===== config.mk =====
export PLATFORM = sky130hd
export DESIGN_NAME = aes_core_arbiter
export DESIGN_NICKNAME = d
export VERILOG_FILES = /design/src/rtl/aes_pkg.sv /design/src/rtl/aes_rr_pick.sv /design/src/rtl/aes_core_arbiter.sv
export SDC_FILE = /design/constraint.sdc
export NUM_CORES = 1
export LEC_CHECK = 0
export ABC_AREA = 1
export ABC_CLOCK_PERIOD_IN_PS = 1650
export BUFFER_PORTS_ARGS = -buffer_cell sky130_fd_sc_hd__buf_2
export CORE_AREA = 2 2 405 407
export CTS_BUF_LIST = sky130_fd_sc_hd__clkbuf_8 sky130_fd_sc_hd__clkbuf_16
export DETAILED_ROUTE_END_ITERATION = 16
export DIE_AREA = 0 0 407 409
export GPL_TIMING_DRIVEN = 0
export PLACE_DENSITY = 0.38
export SYNTH_ARGS = -nofsm -noshare
export SYNTH_HDL_FRONTEND = slang
export SYNTH_SLANG_ARGS = --single-unit

===== constraint.sdc =====
create_clock -name clk -period 1.65 [get_ports clk]
set_input_delay 0.165 -clock clk [delete_from_list [all_inputs] [get_ports clk]]
set_output_delay 0.165 -clock clk [all_outputs]
set_load 0.05 [all_outputs]

===== src/rtl/aes_pkg.sv =====
`default_nettype none
// ============================================================================
// Module   : aes_pkg
// Purpose  : Shared AES widths, arbiter FSM state encoding and small helpers
//            used by the AES core arbiter and its round-robin picker.
// Revision : 1.0  initial release
// ============================================================================
package aes_pkg;

    localparam int AES_BLOCK_W         = 128;
    localparam int AES_KEY_W_DEFAULT   = 128;
    localparam int AES_TIMEOUT_DEFAULT = 64;

    // Arbiter FSM encoding, two bits, one register per bit
    typedef enum logic [1:0] {
        ST_IDLE   = 2'd0,
        ST_LAUNCH = 2'd1,
        ST_WAIT   = 2'd2,
        ST_RESP   = 2'd3
    } arb_state_t;

    // Requester index to one-hot requester mask
    function automatic logic [1:0] onehot2(input logic idx);
        return idx ? 2'b10 : 2'b01;
    endfunction

endpackage
`default_nettype wire


===== src/rtl/aes_rr_pick.sv =====
`default_nettype none
// ============================================================================
// Module   : aes_rr_pick
// Purpose  : Two-way round-robin pick. With both requesters valid, the one
//            that was not served last wins; otherwise the lone valid wins.
// Revision : 1.0  initial release
// ============================================================================
module aes_rr_pick (
    input  logic [1:0] valid,
    input  logic       last,
    output logic [1:0] grant
);

    // One-hot grant from the valid mask and the last-served requester
    always_comb begin
        grant = 2'b00;
        if (valid == 2'b11) begin
            grant = last ? 2'b01 : 2'b10;
        end else begin
            grant = valid;
        end
    end

endmodule
`default_nettype wire


===== src/rtl/aes_core_arbiter.sv =====
`default_nettype none
// ============================================================================
// Module   : aes_core_arbiter
// Purpose  : Shares one iterative AES encrypt core between two requesters.
//            Round-robin accept in IDLE, one-cycle core launch, bounded wait
//            for core_done, then a held response to the owning requester.
// Revision : 1.0  initial release
// ============================================================================
module aes_core_arbiter
    import aes_pkg::*;
#(
    parameter int N       = AES_KEY_W_DEFAULT,
    parameter int Nr      = 10,
    parameter int Nk      = 4,
    parameter int TIMEOUT = AES_TIMEOUT_DEFAULT
) (
    input  logic                   clk,
    input  logic                   rst,
    input  logic [1:0]             req_valid,
    output logic [1:0]             req_ready,
    input  logic [AES_BLOCK_W-1:0] req_in0,
    input  logic [AES_BLOCK_W-1:0] req_in1,
    input  logic [N-1:0]           req_key0,
    input  logic [N-1:0]           req_key1,
    output logic [1:0]             rsp_valid,
    input  logic [1:0]             rsp_ready,
    output logic [AES_BLOCK_W-1:0] rsp_data,
    output logic                   core_start,
    output logic [AES_BLOCK_W-1:0] core_in,
    output logic [N-1:0]           core_key,
    input  logic [AES_BLOCK_W-1:0] core_out,
    input  logic                   core_done,
    output logic                   busy,
    output logic                   err
);

    localparam int            CW      = (TIMEOUT > 1) ? $clog2(TIMEOUT) : 1;
    localparam logic [CW-1:0] CNT_MAX = CW'(TIMEOUT - 1);

    // Named scope that only appears in the elaborated hierarchy when the key
    // width, key-word count and round count do not describe one AES variant.
    if (N != 32 * Nk || Nr != Nk + 6) begin : g_cfg_mismatch
    end

    arb_state_t    state;
    logic          last_grant;
    logic          owner;
    logic [CW-1:0] wait_cnt;
    logic [1:0]    grant;
    logic          timeout_hit;

    aes_rr_pick u_pick (
        .valid (req_valid),
        .last  (last_grant),
        .grant (grant)
    );

    assign timeout_hit = (wait_cnt == CNT_MAX);

    // Arbiter FSM: accept, launch, wait for the core, hold the response
    always_ff @(posedge clk) begin
        if (rst) begin
            state      <= ST_IDLE;
            last_grant <= 1'b1;
            owner      <= 1'b0;
            wait_cnt   <= '0;
            core_in    <= '0;
            core_key   <= '0;
            rsp_data   <= '0;
        end else begin
            case (state)
                ST_IDLE: begin
                    if (grant != 2'b00) begin
                        core_in  <= grant[1] ? req_in1  : req_in0;
                        core_key <= grant[1] ? req_key1 : req_key0;
                        owner    <= grant[1];
                        state    <= ST_LAUNCH;
                    end
                end
                ST_LAUNCH: begin
                    wait_cnt <= '0;
                    state    <= ST_WAIT;
                end
                ST_WAIT: begin
                    // core_done takes priority over an expiring wait
                    if (core_done) begin
                        rsp_data <= core_out;
                        state    <= ST_RESP;
                    end else if (timeout_hit) begin
                        state <= ST_IDLE;
                    end else begin
                        wait_cnt <= wait_cnt + 1'b1;
                    end
                end
                ST_RESP: begin
                    if (rsp_ready[owner]) begin
                        last_grant <= owner;
                        state      <= ST_IDLE;
                    end
                end
                default: state <= ST_IDLE;
            endcase
        end
    end

    // Output decode from the state registers, forced low while in reset
    always_comb begin
        req_ready  = 2'b00;
        rsp_valid  = 2'b00;
        core_start = 1'b0;
        busy       = 1'b0;
        err        = 1'b0;
        if (!rst) begin
            busy = (state != ST_IDLE);
            case (state)
                ST_IDLE:   req_ready  = grant;
                ST_LAUNCH: core_start = 1'b1;
                ST_WAIT:   err        = timeout_hit && !core_done;
                ST_RESP:   rsp_valid  = onehot2(owner);
                default:   ;
            endcase
        end
    end

endmodule
`default_nettype wire


==> results.ini <==
[sta]
worst_pin_slew_ns = 1.03
rsz0062_at_grt = true
fin_crit_sh = 1.20
holdWs_ns = 0.0645
layout_setup_ws_ns = -0.323
hold_viol = 0
setup_viol = 259
relSlewSlack = 0.311
clock.fmax_mhz = 507
clock_skew_ns = 0.0227
finalMaxSlewViolations = 0
fin_crit_ns = 1.97

[logic_synthesis]
yosysTopAreaCell = dfxtp_1
synthArstFlopShare = 0
netlist_area_um2 = 16700
synth_top_area_frac = 0.471
ys_seq_area_frac = 0.471
synth_commonest_cells = o21ai_0, dfxtp_1, a21oi_1
yosys.cell_count.top_type = o21ai_0
ys_dominant_reg_cell = dfxtp_1
avgSynthCellArea_um2 = 7.13
yosys-top-cells-area = dfxtp_1, o21ai_0, a21oi_1
synth_cell_types = 26
synth-seq-cells = 394
syn_inst = 2348
synth_edf_count = 0
yosys_warnings = 0
syn_nets = 2996

[clocking]
cts_inserted_buffers = 52
root_buffer = clkbuf_16
cts.sink_count = 394
htree_num_levels = 2
worstSkewPairLatency_ns = 0.64
cts_tree = built
clk_path_buf_depth = 3
clkTransAtPathRegs_ns = 0.06

[power]
p_leak_nw = 17.5
ir_drop_mv = 0.699
p_per_area_nw_per_um2 = 1390

[die]
io_pins = 1038
initial_core_util = 0.103
die_w_um = 407
num_rows = 148
design.die.area_um2 = 166000
die_h_um = 409
coreArea_um2 = 162000

[cells_and_area]
drive_gt1_frac = 0.437
area_delta_synth_final_pct = 134
layout.nets = 4858
design_area_um2 = 39200

[worst_setup_path]
cp.arrival_ns = 1.81
path_max_fanout = 2
worstSetupEndpointType = output pin
startpoint_type = flip-flop
worstSetupPathType = reg -> out
cp.required_ns = 1.48

[placement]
port_buffers = 1036
place_congestion = 0.925
place_hpwl_um = 102000
dp_slack_ns = -2.19
placed_area_um2 = 24700

[global_route]
grt_use_met1 = 0.184
gr-total-overflow = 0
grt_pass1_vias = 24285
use_met2 = 0.254
use_met3 = 0.0392
grt_use_total = 0.151
grt_max_degree = 14
antenna_found_initial = 33
grt_pass1_wl_um = 179000
busiest_layer = met2

[route]
firstDrtPassIters = 7
drcViolationCount = 0
vias_per_cell = 3.82
drtAntennaViolNets = 0
drt_iter0_drc = 1297
num_vias = 24627
routed_wl_um = 141000
post_drt_wl_per_cell_um = 21.8

[min_path]
hp-class = in -> reg

[outcome]
failed_checks = negative setup slack
status = finished, violations left

[job]
maxCapViolCount = 0

==> sequential cells by signal (all words and copies together), names as in the netlist <==
signal      cells
rsp_data      128
core_key      128
core_in       128
state           2
wait_cnt        6
owner           1
last_grant      1
==> critical path, cell delays in order, from the launching register on <==
cell and delay [ns]:
dfxtp_2 0.33, a21oi_4 0.14, buf_12 0.15, buf_16 0.11
buf_16 0.12, nand2_8 0.06, nor2_4 0.08, buf_8 0.16
==> report_power, final <==
group / total, mW / internal [mW] / switching (mW)
logic: 29.7 / 11.0 / 18.7
clock network: 12.0 / 6.90 / 5.08
registers: 12.9 / 11.6 / 1.31
==> cell usage in the layout (no fill, tap or decap), types with 2 or more instances in the layout <==
master / synthesis / final
o21ai_0: 445 / 213
a21oi_1: 392 / 191
dfxtp_4: 0 / 4
clkinv_4: 0 / 3
clkbuf_2: 0 / 10
o21ai_2: 0 / 188
nor3_4: 0 / 3
inv_6: 0 / 2
nand4_1: 2 / 2
clkbuf_8: 0 / 8
inv_2: 1 / 3
buf_2: 78 / 1047
nor2_4: 1 / 4
nand2_1: 155 / 152
a21oi_4: 2 / 37
nand3_1: 139 / 139
nor2_1: 268 / 264
bufinv_16: 0 / 5
dlygate4sd3_1: 0 / 639
buf_4: 2 / 20
buf_6: 3 / 47
dfxtp_1: 394 / 387
clkbuf_4: 4 / 12
nand2_8: 0 / 2
diode_2: 0 / 19
clkbuf_1: 84 / 50
inv_1: 273 / 285
o21ai_1: 68 / 66
a21oi_2: 0 / 166
dfxtp_2: 0 / 3
buf_8: 0 / 47
buf_12: 0 / 60
o21ai_4: 0 / 46
clkbuf_16: 0 / 101
buf_16: 0 / 25
clkinv_2: 0 / 9
clkinvlp_4: 0 / 2
==> metal layers <==
| metal | wire length [um] | vias up | part of all wire |
|---|---|---|---|
| li1 | - | 11545 | - |
| met2 | 66500 | 1009 | 0.47 |
| met3 | 10300 | 244 | 0.073 |
| met5 | 68 | - | 0.00048 |
| met1 | 58600 | 11819 | 0.42 |
| met4 | 5210 | 10 | 0.037 |
==> cell families (layout without fill, tap and decap cells) <==
group                      after synthesis  after routing  synth area share
AOI/OAI and AO/OA                      911            911             0.274
and+or+nand+nor                        569            569             0.139
buffers and inverters                  472           2375             0.114
DFF                                    394            394             0.471
adders and majority gates                1              1          0.000747
xor gates and xnor gates                 1              1          0.000523
other                                    0             19                 0
==> area by class of cell <==
class                      count  area, um2
clock buffer                  60       1420
antenna                       19       47.5
inverter                     274       1030
tap                         2175       2720
multi-input combinational   1482       9300
sequential                   394       7910
fill                       17690     123000
timing repair buffer        1824      14500
buffer                       182       1980
clock inverter                35        303
==> worst paths after layout <==
| kind | startpoint | end | slack, ns | cells past startpoint |
|---|---|---|---|---|
| max | last_grant$_SDFFE_PP1P_ | req_ready[1] | -0.32 | 7 |
| min | req_key0[111] | core_key[111]$_SDFFE_PP0P_ | 0.06 | 5 |
| max reg2reg | last_grant$_SDFFE_PP1P_ | core_in[27]$_SDFFE_PP0P_ | -0.29 | 11 |
| min reg2reg | rsp_data[101]$_SDFFE_PP0P_ | rsp_data[101]$_SDFFE_PP0P_ | 0.46 | 2 |
==> metrics by stage <==
| stage | std cells | setup TNS [ns] | total power [mW] | util |
|---|---|---|---|---|
| 2_1_floorplan | 2348 | -0.423 | 25.2 | - |
| 3_3_place_gp | 5559 | -535.03 | 32.5 | 0.152 |
| 3_5_place_dp | 5560 | -508.70 | 32.5 | 0.152 |
| 4_1_cts | 6350 | -38.95 | 50.4 | 0.216 |
| 5_1_grt | 6438 | -59.61 | 57.0 | 0.242 |
| 6_report | 6445 | -37.33 | 54.6 | 0.242 |
==> timing repair <==
action | CTS | global route
pin swaps | 33 | 223
endpoints found under the setup margin | 405 | 378
cloned | 15 | 44
endpoints found under the hold margin | 387 | 2
resized for setup | 425 | 914
buffers inserted | 43 | 52
hold buffers | 637 | 2
Note: power is estimated with default switching activity, not from simulation.
